`src/rtl/plru_array.sv`:
```
// -----------------------------------------------------------------------------
// plru_array
//   Tree pseudo-LRU replacement state for a set-associative structure.
//   Each set keeps NUM_WAYS-1 tree bits, heap-indexed. Node 0 is the root.
//   Node i has children 2i+1 (left) and 2i+2 (right). The leaves are ways
//   0..NUM_WAYS-1 in order. A node bit of 0 points the victim into the left
//   subtree and a bit of 1 points it into the right subtree.
//
// Ports
//   clk           rising-edge clock
//   rst_n         asynchronous active-low reset
//   access_valid  records a hit or fill of access_way in access_set
//   access_set    set being accessed
//   access_way    way being accessed
//   victim_req    asks for the replacement way of victim_set
//   victim_set    set being queried
//   victim_valid  registered; high the cycle after an accepted victim_req
//   victim_way    registered replacement way; holds when victim_valid is low
//   flush_req     starts clearing every set, one set per cycle
//   busy          flush in progress; all requests are ignored meanwhile
// -----------------------------------------------------------------------------
module plru_array #(
    parameter int NUM_SETS = 16,
    parameter int NUM_WAYS = 4
) (
    input  logic                        clk,
    input  logic                        rst_n,
    input  logic                        access_valid,
    input  logic [$clog2(NUM_SETS)-1:0] access_set,
    input  logic [$clog2(NUM_WAYS)-1:0] access_way,
    input  logic                        victim_req,
    input  logic [$clog2(NUM_SETS)-1:0] victim_set,
    output logic                        victim_valid,
    output logic [$clog2(NUM_WAYS)-1:0] victim_way,
    input  logic                        flush_req,
    output logic                        busy
);

    localparam int SET_W = $clog2(NUM_SETS);
    localparam int WAY_W = $clog2(NUM_WAYS);
    localparam int NODES = NUM_WAYS - 1;

    typedef enum logic {
        IDLE  = 1'b0,
        FLUSH = 1'b1
    } state_t;

    state_t             state_q, state_d;
    logic [SET_W-1:0]   cnt_q, cnt_d;

    logic               acc_en;
    logic               vic_en;
    logic [NODES-1:0]   tree_bits [NUM_SETS];
    logic [NODES-1:0]   acc_cur;
    logic [NODES-1:0]   acc_upd;
    logic [NODES-1:0]   vic_cur;
    logic [NODES-1:0]   vic_bits;
    logic [WAY_W-1:0]   match [NUM_WAYS];
    logic [NUM_WAYS-1:0] hit;
    logic [WAY_W-1:0]   enc [NUM_WAYS+1];
    logic [WAY_W-1:0]   victim_calc;

    logic               victim_valid_q, victim_valid_d;
    logic [WAY_W-1:0]   victim_way_q, victim_way_d;

    assign busy         = (state_q == FLUSH);
    assign acc_en       = access_valid && !busy;
    assign vic_en       = victim_req && !busy;
    assign victim_valid = victim_valid_q;
    assign victim_way   = victim_way_q;

    // -------------------------------------------------------------------------
    // Flush sequencer: cnt_q names the set cleared in the current busy cycle.
    // -------------------------------------------------------------------------
    always_comb begin
        state_d = state_q;
        cnt_d   = cnt_q;
        case (state_q)
            IDLE: begin
                if (flush_req) begin
                    state_d = FLUSH;
                    cnt_d   = '0;
                end
            end
            FLUSH: begin
                cnt_d = cnt_q + 1'b1;
                if (cnt_q == SET_W'(NUM_SETS - 1)) begin
                    state_d = IDLE;
                    cnt_d   = '0;
                end
            end
            default: begin
                state_d = IDLE;
                cnt_d   = '0;
            end
        endcase
    end

    always_ff @(posedge clk or negedge rst_n) begin
        if (!rst_n) begin
            state_q <= IDLE;
            cnt_q   <= '0;
        end else begin
            state_q <= state_d;
            cnt_q   <= cnt_d;
        end
    end

    // -------------------------------------------------------------------------
    // Access update. Node gi sits at level LV, position POS within that level.
    // It lies on the root-to-leaf path of access_way exactly when the top LV
    // bits of the way equal POS; the next way bit then says which child the
    // access went to, and the node is pointed at the other one.
    // -------------------------------------------------------------------------
    assign acc_cur = tree_bits[access_set];

    generate
        for (genvar gi = 0; gi < NODES; gi++) begin : g_upd
            localparam int LV  = $clog2(gi + 2) - 1;
            localparam int POS = gi + 1 - (1 << LV);
            assign acc_upd[gi] = ((access_way >> (WAY_W - LV)) == WAY_W'(POS))
                               ? ~access_way[WAY_W-1-LV] : acc_cur[gi];
        end
    endgenerate

    // -------------------------------------------------------------------------
    // Victim walk. A same-cycle access to the queried set is forwarded so the
    // answer reflects the post-update tree.
    // -------------------------------------------------------------------------
    assign vic_cur  = tree_bits[victim_set];
    assign vic_bits = (acc_en && (access_set == victim_set)) ? acc_upd : vic_cur;

    // Way gi is the victim when every node on its path points toward it.
    generate
        for (genvar gi = 0; gi < NUM_WAYS; gi++) begin : g_way
            for (genvar gj = 0; gj < WAY_W; gj++) begin : g_lvl
                localparam int NODE = (1 << gj) - 1 + (gi >> (WAY_W - gj));
                localparam int DIR  = (gi >> (WAY_W - 1 - gj)) & 1;
                assign match[gi][gj] = (vic_bits[NODE] == 1'(DIR));
            end
            assign hit[gi] = &match[gi];
        end
    endgenerate

    // Exactly one leaf hits, so OR-encoding its index is sufficient.
    assign enc[0] = '0;
    generate
        for (genvar gi = 0; gi < NUM_WAYS; gi++) begin : g_enc
            assign enc[gi+1] = enc[gi] | (hit[gi] ? WAY_W'(gi) : '0);
        end
    endgenerate
    assign victim_calc = enc[NUM_WAYS];

    always_comb begin
        victim_valid_d = vic_en;
        victim_way_d   = victim_way_q;
        if (vic_en) begin
            victim_way_d = victim_calc;
        end
    end

    always_ff @(posedge clk or negedge rst_n) begin
        if (!rst_n) begin
            victim_valid_q <= 1'b0;
            victim_way_q   <= '0;
        end else begin
            victim_valid_q <= victim_valid_d;
            victim_way_q   <= victim_way_d;
        end
    end

    // -------------------------------------------------------------------------
    // Per-set tree storage. A flush clear and an accepted access can never
    // coincide: accesses are only accepted while not busy.
    // -------------------------------------------------------------------------
    generate
        for (genvar gi = 0; gi < NUM_SETS; gi++) begin : g_set
            logic [NODES-1:0] bits_q, bits_d;

            always_comb begin
                bits_d = bits_q;
                if (busy && (cnt_q == SET_W'(gi))) begin
                    bits_d = '0;
                end else if (acc_en && (access_set == SET_W'(gi))) begin
                    bits_d = acc_upd;
                end
            end

            always_ff @(posedge clk or negedge rst_n) begin
                if (!rst_n) begin
                    bits_q <= '0;
                end else begin
                    bits_q <= bits_d;
                end
            end

            assign tree_bits[gi] = bits_q;
        end
    endgenerate

endmodule

```
`config.mk`:
```
export PLATFORM = sky130hd
export DESIGN_NAME = plru_array
export DESIGN_NICKNAME = d
export VERILOG_FILES = /design/src/rtl/plru_array.sv
export SDC_FILE = /design/constraint.sdc
export NUM_CORES = 1
export LEC_CHECK = 0
export CELL_PAD_IN_SITES_DETAIL_PLACEMENT = 0
export CELL_PAD_IN_SITES_GLOBAL_PLACEMENT = 1
export CORE_MARGIN = 4
export CORE_UTILIZATION = 30
export DETAILED_ROUTE_END_ITERATION = 8
export GPL_TIMING_DRIVEN = 1
export PLACE_DENSITY = 0.57
export SLEW_MARGIN = 25
export SYNTH_ARGS = -nofsm -noshare
export SYNTH_HDL_FRONTEND = slang
export SYNTH_SLANG_ARGS = --single-unit
```
`constraint.sdc`:
```
create_clock -name clk -period 4.75 [get_ports clk]
set_input_delay 0.95 -clock clk [delete_from_list [all_inputs] [get_ports clk]]
set_output_delay 0.95 -clock clk [all_outputs]
set_load 0.01 [all_outputs]
```
==> summary.txt <==
STA
  – Actual slew at the worst max-slew pin: around 900 ps
  – Final Hold Fails: 0
  – Final Slew Violations: 0
  – RSZ-0062 raised after global routing: no
  – Relative slew slack: 0.398
  – Crit share post-route: 0.718
  – Clk_skew: 8.19 ps
  – Hold slack: 494 ps
  – Fmax: 293 MHz
  – Finish-stage setup viols: 0
  – Fin crit period: 3410 ps
  – Setup TNS: 0 ps

Yosys
  – Yosys top cell area share: 0.434
  – Area leader, netlist: dfrtp_1
  – Post-Synthesis Cell Area: 3230 sq um
  – Synth cell types: 35
  – Synth Instances: 324
  – Register bit total from synthesis: 56
  – Post-synthesis sequential area ratio: 0.434
  – Largest cells by area after synthesis: dfrtp_1 (43%), mux2i_1 (10%), mux4_1 (9.0%), nand3_1 (7.3%), nand2_1 (5.3%)
  – Syn Area/Cell: 9.97 sq um
  – Mapped Nets: 343
  – Ys Warns: 0

Pwr
  – Max VDD drop: 214 uV
  – Lkg Pwr: 1.54 nW
  – Tot Pwr: approximately 1.5 mW
  – Pwr/cell area: 408 nW/um^2

Detailed routing
  – TritonRoute pass-1 iters: 4
  – Post-DRT Antenna Nets: 0
  – Drt total wl: 9230 microns
  – Vias: 2487
  – Via/cell ratio: approximately 5.2
  – First DRT Iteration DRCs: 108
  – DRC Markers: 0
  – Average wire per standard cell: 19.4 microns

Clocking
  – Resized Gates After CTS: 0
  – # hold bufs at CTS: 0
  – CTS clk-pin slew, worst paths: 100 ps
  – Largest buffer count on any clock path: 2
  – CTS Buf Count: 5
  – Clock root cell: clkbuf_8
  – CTS H-tree lvls: 2
  – Post-CTS Setup Bufs: 0
  – CTS tree: built
  – Clk_lat worst skew: roughly 310 ps
  – CTS Sinks: 56

Die
  – Die Width: 112 microns
  – Ports: 19
  – Die area: 12500 sq um
  – Chip height: 112 microns
  – Row count: 37
  – Core ar.: 10400 sq um
  – Initial Util: 0.310

Critical path
  – Crit path capture type: register
  – Worst Path Required: 4900 ps
  – R2R Setup Slk: 2350 ps
  – Crit path largest cell delay: 1040 ps
  – CP Data Arrival Time: 3570 ps
  – Crit Path Class: input pin to register
  – Slowest cell on the critical path: clkdlybuf4s50_1
  – Crit path cell chain: clkdlybuf4s50_1, buf_4, mux2i_1, a22oi_1, nand3_1, nand2_1, a21oi_2, mux2i_1
  – Critical Path Start Type: input pin
  – Peak fanout along the critical path: 16
  – Most common cell on crit path: mux2i_1

Final layout
  – Most frequent cells in the layout: dfrtp_1 (56), nand3_1 (47), nand2_1 (46)
  – Antenna cell count: 0
  – Final cell count without fillers: 476
  – Most common cell after layout, fill and taps aside: dfrtp_1
  – Area added between synthesis and finish: 12.9%
  – Layout cells sized above 1: 0.0559
  – Post-route cell area: 3650 sq um
  – Final nets: 359

GRT
  – Vias in the first global route: 2486
  – Overall Global Routing Usage: 0.153
  – Antenna violations before repair: 0
  – Global route overflow: 0
  – Pin count of the biggest net entering global routing: 57
  – First-pass GRT wire length: between 10000 and 15000 microns

Place
  – Port Buffers: 18
  – Post-detail-place hpwl: 6830 microns
  – DP Cell Count: between 400 and 500
  – Gpl congestion: about 0.84
  – Placed cell area: 3550 sq um

Hold path
  – Tightest Hold Check Type: register to register

Job
  – Max Cap Viol: 0

Status
  – Run status: complete, no violations
==> cells in the mapped netlist, drive strengths merged <==
master  number
dfrtp       56
nand3       47
nand2       46
o21ai       44
mux2i       33
mux4        14
nor2b       13
nor2        10
clkbuf       9
buf          7
nand4        6
a21oi        5
a22oi        4
ha           4
inv          4
nand2b       4
nor3         3
xor2         3
a211oi       1
a21boi       1
a21o         1
and2         1
and3         1
nand3b       1
nor3b        1
nor4         1
o21a         1
o311ai       1
o31ai        1
xnor2        1
==> layout make-up <==
type / count / area, sq um
clock buffers: 7 / 96.3
fillers: 1083 / 6770
inverters: 4 / 15.0
multi-input cells: 248 / 1740
flip-flops and latches: 56 / 1400
well taps: 136 / 170
repair buffers: 25 / 228
==> power breakdown <==
group	switching, mW	internal [mW]
Combinational	0.258	0.211
Sequential	0.131	0.597
Clock	0.160	0.131
Total	0.549	0.939
==> state kept, by name, indices dropped and copies added (netlist names) <==
name / cells
busy: 1
cnt_q: 4
g_set.bits_q: 48
victim_valid: 1
victim_way: 2
==> stage by stage <==
| step | setup WS (ps) | utilization |
|---|---|---|
| after global placement | 1090 | 0.341 |
| after detailed placement | 1000 | 0.341 |
| after global routing | 1140 | 0.350 |
| final | 1340 | 0.350 |
| after floorplan | 2260 | - |
| after CTS | 1350 | 0.350 |
==> path summary, 6_finish.rpt <==
kind / startpoint / endpoint / cells after the start
min reg2reg: victim_way[1] / victim_way[1] / 2
max in group asynchronous: rst_n / g_set[14].bits_q[2] / 2
max: access_set[0] / g_set[7].bits_q[2] / 8
min: victim_way[1] / victim_way[1] / 2
max reg2reg: busy / g_set[5].bits_q[2] / 5
min in group asynchronous: rst_n / g_set[12].bits_q[1] / 2
==> metal layers <==
layer / GRT usage / vias up / share of wire
met5: 0 / - / 0
met4: 0.0292 / 0 / 0.0077
met3: 0.0212 / 7 / 0.031
met2: 0.243 / 41 / 0.48
met1: 0.224 / 1221 / 0.48
li1: - / 1218 / -
==> logic make-up after synthesis <==
group                    synth area share
buffers and inverters              0.0287
multiplexers                        0.213
flip-flops                          0.434
AO/OA/AOI/OAI                       0.101
adder cells (fa/ha/maj)            0.0155
AND/OR/NAND/NOR                     0.198
XOR/XNOR                           0.0109
==> critical path: cells and delay by family <==
kind | cells | cell delay [ps]
compound gates | 2 | 750
buf+inv | 2 | 1320
mux | 2 | 350
simple gates | 2 | 190
Power figures use the tool's default switching activity.
==> variant 1 (config.mk and constraints unchanged) <==
The parameter `NUM_SETS` goes from 16 to 32.
--- a/src/rtl/plru_array.sv
+++ b/src/rtl/plru_array.sv
@@ -22,3 +22,3 @@
 module plru_array #(
-    parameter int NUM_SETS = 16,
+    parameter int NUM_SETS = 32,
     parameter int NUM_WAYS = 4
Interface: changed (resized access_set and victim_set); port bits go from 19 to 21. No check against the original RTL was run, so the function may have changed too.
==> variant 1 against the unedited design <==
Worst setup slack got worse by 0.14 ns. Wire length rose by 100%. Largest cell class unchanged. Sequential share of layout area rose by 1.1 points. Count of clock-buffer cells in the layout rose by 5. Sequential cell count rose by 49. Total power rose by 81%. Area after synthesis rose by 83%. Final area rose by 82%. Register-to-register slack got worse by 0.06 ns. Non-clock buffer count rose by 5.
==> variant 1: results (changes against the unedited design) <==
* Initial antenna violation count at 0 (unchanged)
* Most frequent cells after synthesis: 105 x dfrtp_1, 104 x nand3_1, 80 x o21ai_1
* Total track usage at 0.1750 (+0.02218)
* Worst Hold Path EP: g_set[25].bits_q[0]
* DP HPWL at 13,340 um (+95%)
* Nets at 616 (+72%)
* Share of cells above drive strength 1 at 0.08528 (+0.02940)
* Post-Syn Nets at 609 (+78%)
* Post-CTS Setup Inserts at 0 (unchanged)
* FILL cells at 2,020 (+87%)
* Count of different cell masters after synthesis at 47 (+34%)
* Max FFs per register at 96 (+100%)
* Cts bufs inserted at 9 (+4)
* Maximum vdd ir drop at 0.2544 mV (+19%)
* Latest clock arrival within the worst-skew pair at 0.36 ns (+0.05 ns)
* Post-synth ARST share at 1.000 (unchanged)
* Biggest register: g_set.bits_q
* Vias in the first global route at 4,758 (+91%)
* Hold Startpoint: g_set[25].bits_q[0]
* Sequential share of the synthesized area at 0.4435 (+0.009565)
* Port-buffer cells at 20 (+2)
* Worst EP arrival at 3.75 ns (+0.18 ns)
* Routed len/inst at 21.51 um (+11%)
* Top cells by area, synth: dfrtp_1 44%, nand3_1 8.8%, mux4_2 6.8%
* First-pass GRT wire length at 29,250 um (+96%)
* Area after DPL at 6339 um2 (+79%)
* Met3 wire len at 877 um (+210%)
* Worst-path fanout max at 32 (+16)
* R2r setup slk at 2.29 ns (-0.06 ns)
* Status: finished, final reports clean
* Crit-path max cell delay at 0.78 ns (-0.26 ns)
* CTS root buffer: clkbuf_16
* Antenna diodes at 0 (unchanged)
* RePlAce Congestion at 0.8547 (+2.2%)
* Buffer levels on the longest clock path at 2 (unchanged)
* Largest net degree at the start of global routing at 67 (+18%)
* Leakage power at 2.744 nW (+78%)
* Clock skew at 0.01176 ns (+0.003576 ns)
* Slew Limit Fails at 0 (unchanged)
* Hold Path Stages at 2 (unchanged)
* Initial detailed-routing violation count at 415 (+280%)
* Slew headroom at 0.2849 (-0.1133)
* Wire length on met2 at 8656 um (+97%)
* R2R depth at 7 (+2)
* Routed via count at 4,686 (+88%)
* Dpl cells at 847 (+81%)
* Reg clk slew, reported paths at 0.07 ns (-0.03 ns)
* Non-Filler Instances at 863 (+81%)
* Util after Layout at 0.3415 (-0.008532)
* R2r endpoint: g_set[8].bits_q[2]
* M1 WL at 8771 um (+96%)
* CP max stage cell: clkdlybuf4s50_1
* Drt pass-1 iters at 5 (+1)
* Avg Cell Area, Syn at 10.11 um2 (+1.4%)
* Dpl ws at 0.7959 ns (-0.2050 ns)
* # H-tree levels at 3 (+1)
* R2r startpoint: g_set[21].bits_q[2]
[variant 1: cell types whose count changed in the layout (fill, tap and decap cells not counted), moves of 8 or more]
cell / delta
clkbuf_16: +9
dfrtp_1: +49
mux4_2: +15
nand2_1: +24
nand3_1: +57
nor2_1: +8
o21ai_1: +53
[variant 1: kinds of logic (layout without fill, tap and decap cells)]
group                    Yosys count  count (layout)  share of synthesized area
AO/OA/AOI/OAI                    123             123                     0.1151
XOR/XNOR                           5               5                   0.007391
adder cells (fa/ha/maj)            6               6                    0.01267
buffers and inverters             41              53                    0.03527
flip-flops                       105             105                     0.4435
multiplexers                      68              68                     0.1926
AND/OR/NAND/NOR                  238             238                     0.1935
[variant 1: area by class of cell]
| cell class | instances | area share |
|---|---|---|
| flip-flops and latches | 105 | 0.3953 |
| multi-input cells | 440 | 0.4650 |
| well taps | 265 | 0.04989 |
| repair buffers | 30 | 0.03953 |
| inverters | 7 | 0.003953 |
| clock inverters | 4 | 0.007718 |
| clock buffers | 12 | 0.03859 |
[variant 1: where the power goes]
group / internal, W / leakage [nW] / switching, W
Sequential: 0.00104 / 1.43 / 0.000174
Clock: 0.000438 / 0.149 / 0.000337
Combinational: 0.000280 / 1.16 / 0.000421
[variant 1: routing by layer]
layer | global-route usage | up-vias
met4 | 0.04342 | 0
met1 | 0.2502 | 2355
met3 | 0.03839 | 18
met2 | 0.2717 | 122
met5 | 0 | -
li1 | - | 2191
[variant 1: how the worst max path moves through the flow]
stage                   from  cells after the start             endpoint  slack (ns)
5_1_grt        access_set[2]                      7   g_set[8].bits_q[1]        1.04
2_1_floorplan  access_set[0]                     10  g_set[27].bits_q[2]        1.87
3_5_place_dp   access_set[2]                      7  g_set[20].bits_q[1]        0.80
4_1_cts        access_set[2]                      7  g_set[20].bits_q[1]        1.18
6_report       access_set[2]                      7  g_set[22].bits_q[1]        1.20
3_3_place_gp   access_set[2]                      7  g_set[15].bits_q[1]        0.82
[variant 1: worst max-delay path: cells and delay by family]
family,cells,cell delay [ns]
compound gates,3,0.71
buf+inv,1,0.78
mux,1,0.70
simple gates,2,0.59
[variant 1: through the flow]
step / hold WS (ns) / total power, W
floorplan: 0.4602 / 0.001624
global placement: 0.4812 / 0.001919
detailed placement: 0.4833 / 0.001928
CTS: 0.4994 / 0.002712
global route: 0.5361 / 0.002836
finish: 0.4930 / 0.002690
==> variant 2 (config.mk and constraints unchanged) <==
Made on the original files. Add an input register stage for `access_valid`, `access_set`, `access_way`, `victim_req`, `victim_set` and `flush_req`; this delays them by one clock. Comments in the files are not updated.
--- a/src/rtl/plru_array.sv
+++ b/src/rtl/plru_array.sv
@@ -47,2 +47,18 @@
 
+    logic access_valid_q;
+    logic [$clog2(NUM_SETS)-1:0] access_set_q;
+    logic [$clog2(NUM_WAYS)-1:0] access_way_q;
+    logic victim_req_q;
+    logic [$clog2(NUM_SETS)-1:0] victim_set_q;
+    logic flush_req_q;
+
+    always_ff @(posedge clk) begin
+        access_valid_q <= access_valid;
+        access_set_q   <= access_set;
+        access_way_q   <= access_way;
+        victim_req_q   <= victim_req;
+        victim_set_q   <= victim_set;
+        flush_req_q    <= flush_req;
+    end
+
     state_t             state_q, state_d;
@@ -66,4 +82,4 @@
     assign busy         = (state_q == FLUSH);
-    assign acc_en       = access_valid && !busy;
-    assign vic_en       = victim_req && !busy;
+    assign acc_en       = access_valid_q && !busy;
+    assign vic_en       = victim_req_q && !busy;
     assign victim_valid = victim_valid_q;
@@ -79,3 +95,3 @@
             IDLE: begin
-                if (flush_req) begin
+                if (flush_req_q) begin
                     state_d = FLUSH;
@@ -114,3 +130,3 @@
     // -------------------------------------------------------------------------
-    assign acc_cur = tree_bits[access_set];
+    assign acc_cur = tree_bits[access_set_q];
 
@@ -120,4 +136,4 @@
             localparam int POS = gi + 1 - (1 << LV);
-            assign acc_upd[gi] = ((access_way >> (WAY_W - LV)) == WAY_W'(POS))
-                               ? ~access_way[WAY_W-1-LV] : acc_cur[gi];
+            assign acc_upd[gi] = ((access_way_q >> (WAY_W - LV)) == WAY_W'(POS))
+                               ? ~access_way_q[WAY_W-1-LV] : acc_cur[gi];
         end
@@ -129,4 +145,4 @@
     // -------------------------------------------------------------------------
-    assign vic_cur  = tree_bits[victim_set];
-    assign vic_bits = (acc_en && (access_set == victim_set)) ? acc_upd : vic_cur;
+    assign vic_cur  = tree_bits[victim_set_q];
+    assign vic_bits = (acc_en && (access_set_q == victim_set_q)) ? acc_upd : vic_cur;
 
@@ -183,3 +199,3 @@
                     bits_d = '0;
-                end else if (acc_en && (access_set == SET_W'(gi))) begin
+                end else if (acc_en && (access_set_q == SET_W'(gi))) begin
                     bits_d = acc_upd;
Formal check against the unedited RTL: not equivalent (a bounded check fails within 4 cycles, from zero or initial values and one cycle with rst_n low).
==> variant 2 against the unedited design <==
Total power rose by 27%. Final area rose by 15%. Worst setup slack improved by 0.49 ns. Sequential cell count rose by 13. Area after synthesis rose by 11%. Wire length rose by 6.6%. First-iteration DRC count rose by 14%. Largest cell class unchanged. Global-route usage fell by 0.16 points.
==> variant 2: results (changes against the unedited design) <==
* Maximum vdd ir drop at 0.2346 mV (+9.7%)
* CP delay by family, top: flip-flops
* CP max stage cell: dfrtp_1
* Most frequent cells after synthesis: 58 x nand2_1, 56 x dfrtp_1, 45 x mux2i_1
* Nets at 372 (+3.6%)
* Met2 Resource Use GR at 0.2323 (-0.01031)
* First-pass GRT wire length at 16,020 um (+7.5%)
* RePlAce Congestion at 0.8370 (+0.11%)
* Routed via count at 2,641 (+6.2%)
* Top cells by area, synth: dfrtp_1 39%, mux2i_1 13%, dfxtp_1 7.2%
* Psw at 0.0005917 W (+7.8%)
* Total track usage at 0.1513 (-0.001592)
* WL final at 9834 um (+6.6%)
* CTS root buffer: clkbuf_16
* Share of cells above drive strength 1 at 0.08939 (+0.03350)
* Crit-path max cell delay at 0.95 ns (-0.09 ns)
* Latest clock arrival within the worst-skew pair at 0.34 ns (+0.03 ns)
* R2r startpoint: victim_set_q[0]
* Post-route cell area at 4203 um2 (+15%)
* Hold Startpoint: flush_req_q
* Hold Path Stages at 1 (-1)
* R2R depth at 4 (-1)
* # H-tree levels at 3 (+1)
* Hold Slack at 0.4805 ns (-0.01373 ns)
* R2r endpoint: victim_way[1]
* Post-synth ARST share at 0.8116 (-0.1884)
* Met3 usage at 0.03556 (+0.01436)
* Cts bufs inserted at 9 (+4)
* Post-Syn Nets at 357 (+4.1%)
* Reg clk slew, reported paths at 0.05 ns (-0.05 ns)
* Non-Filler Instances at 501 (+5.3%)
* M1 GR Usage at 0.2089 (-0.01542)
* Worst EP arrival at 1.97 ns (-1.60 ns)
* Status: finished, final reports clean
* FILL cells at 1,154 (+6.6%)
* Dpl cells at 485 (+3.4%)
==> variant 2: cell count changes after synthesis, sizes merged, moves of 3 or more <==
| cell | delta |
|---|---|
| mux2i | +12 |
| a211oi | +4 |
| nor3 | +4 |
| dfxtp | +13 |
| o21ai | -28 |
| a22oi | -3 |
| nand2 | +12 |
| nand3 | -22 |
| mux2 | +6 |
| nor2b | +5 |
| nor4 | +4 |
==> variant 2: per-layer routing <==
| metal | share of wire | vias up |
|---|---|---|
| met5 | 0 | - |
| met4 | 0.015 | 0 |
| met3 | 0.057 | 11 |
| met2 | 0.46 | 61 |
| met1 | 0.46 | 1318 |
| li1 | - | 1251 |
==> variant 2: cell families (layout without fill, tap and decap cells) <==
family	count (synthesis)	in the layout	share of synthesized area
simple gates	138	138	0.1834
flops	69	69	0.4621
mux	64	64	0.2349
xor+xnor	4	4	0.009742
compound gates	37	37	0.06473
buf+inv	22	42	0.03132
fa+ha+maj	4	4	0.01392
==> variant 2: per-stage QoR <==
step	utilization	setup slack, ns	power [W]
2_1_floorplan	-	2.880	0.001043
3_3_place_gp	0.3354	1.778	0.001198
3_5_place_dp	0.3359	1.918	0.001205
4_1_cts	0.3633	1.861	0.001911
5_1_grt	0.3634	1.760	0.002002
6_report	0.3634	1.830	0.001888
==> variant 2: layout make-up <==
| type | instances | area (um2) | share of cell area |
|---|---|---|---|
| clock buffers | 14 | 306.5 | 0.07294 |
| flip-flops and latches | 69 | 1663 | 0.3957 |
| inverters | 5 | 18.77 | 0.004466 |
| multi-input cells | 247 | 1828 | 0.4350 |
| repair buffers | 21 | 197.7 | 0.04704 |
| well taps | 143 | 178.9 | 0.04257 |
| clock inverters | 2 | 10.01 | 0.002382 |
==> variant 2: worst max-delay path by stage <==
stage | start | to | slack, ns | cells after the start
detailed placement | access_set_q[1] | g_set[12].bits_q[1] | 1.92 | 6
CTS | busy | busy | 1.86 | 1
global placement | access_set_q[1] | g_set[3].bits_q[2] | 1.78 | 5
global route | busy | busy | 1.76 | 1
finish | busy | busy | 1.83 | 1
floorplan | victim_set_q[0] | victim_way[1] | 2.88 | 5
==> variant 2: worst register-to-register path, cell delays in order, from the launching register on <==
cell	delay, ns
dfxtp_1	0.92
mux4_1	0.78
mux4_2	0.50
mux2i_1	0.16
a21oi_1	0.09
==> variant 2: power groups by stage <==
stage                     Combinational, W  Clock [W]  Sequential, W
after detailed placement          0.000397          0       0.000809
final                             0.000392   0.000697       0.000799
after global placement            0.000389          0       0.000809
after CTS                         0.000398   0.000715       0.000798
after global routing              0.000446   0.000737       0.000818
after floorplan                   0.000301          0       0.000743
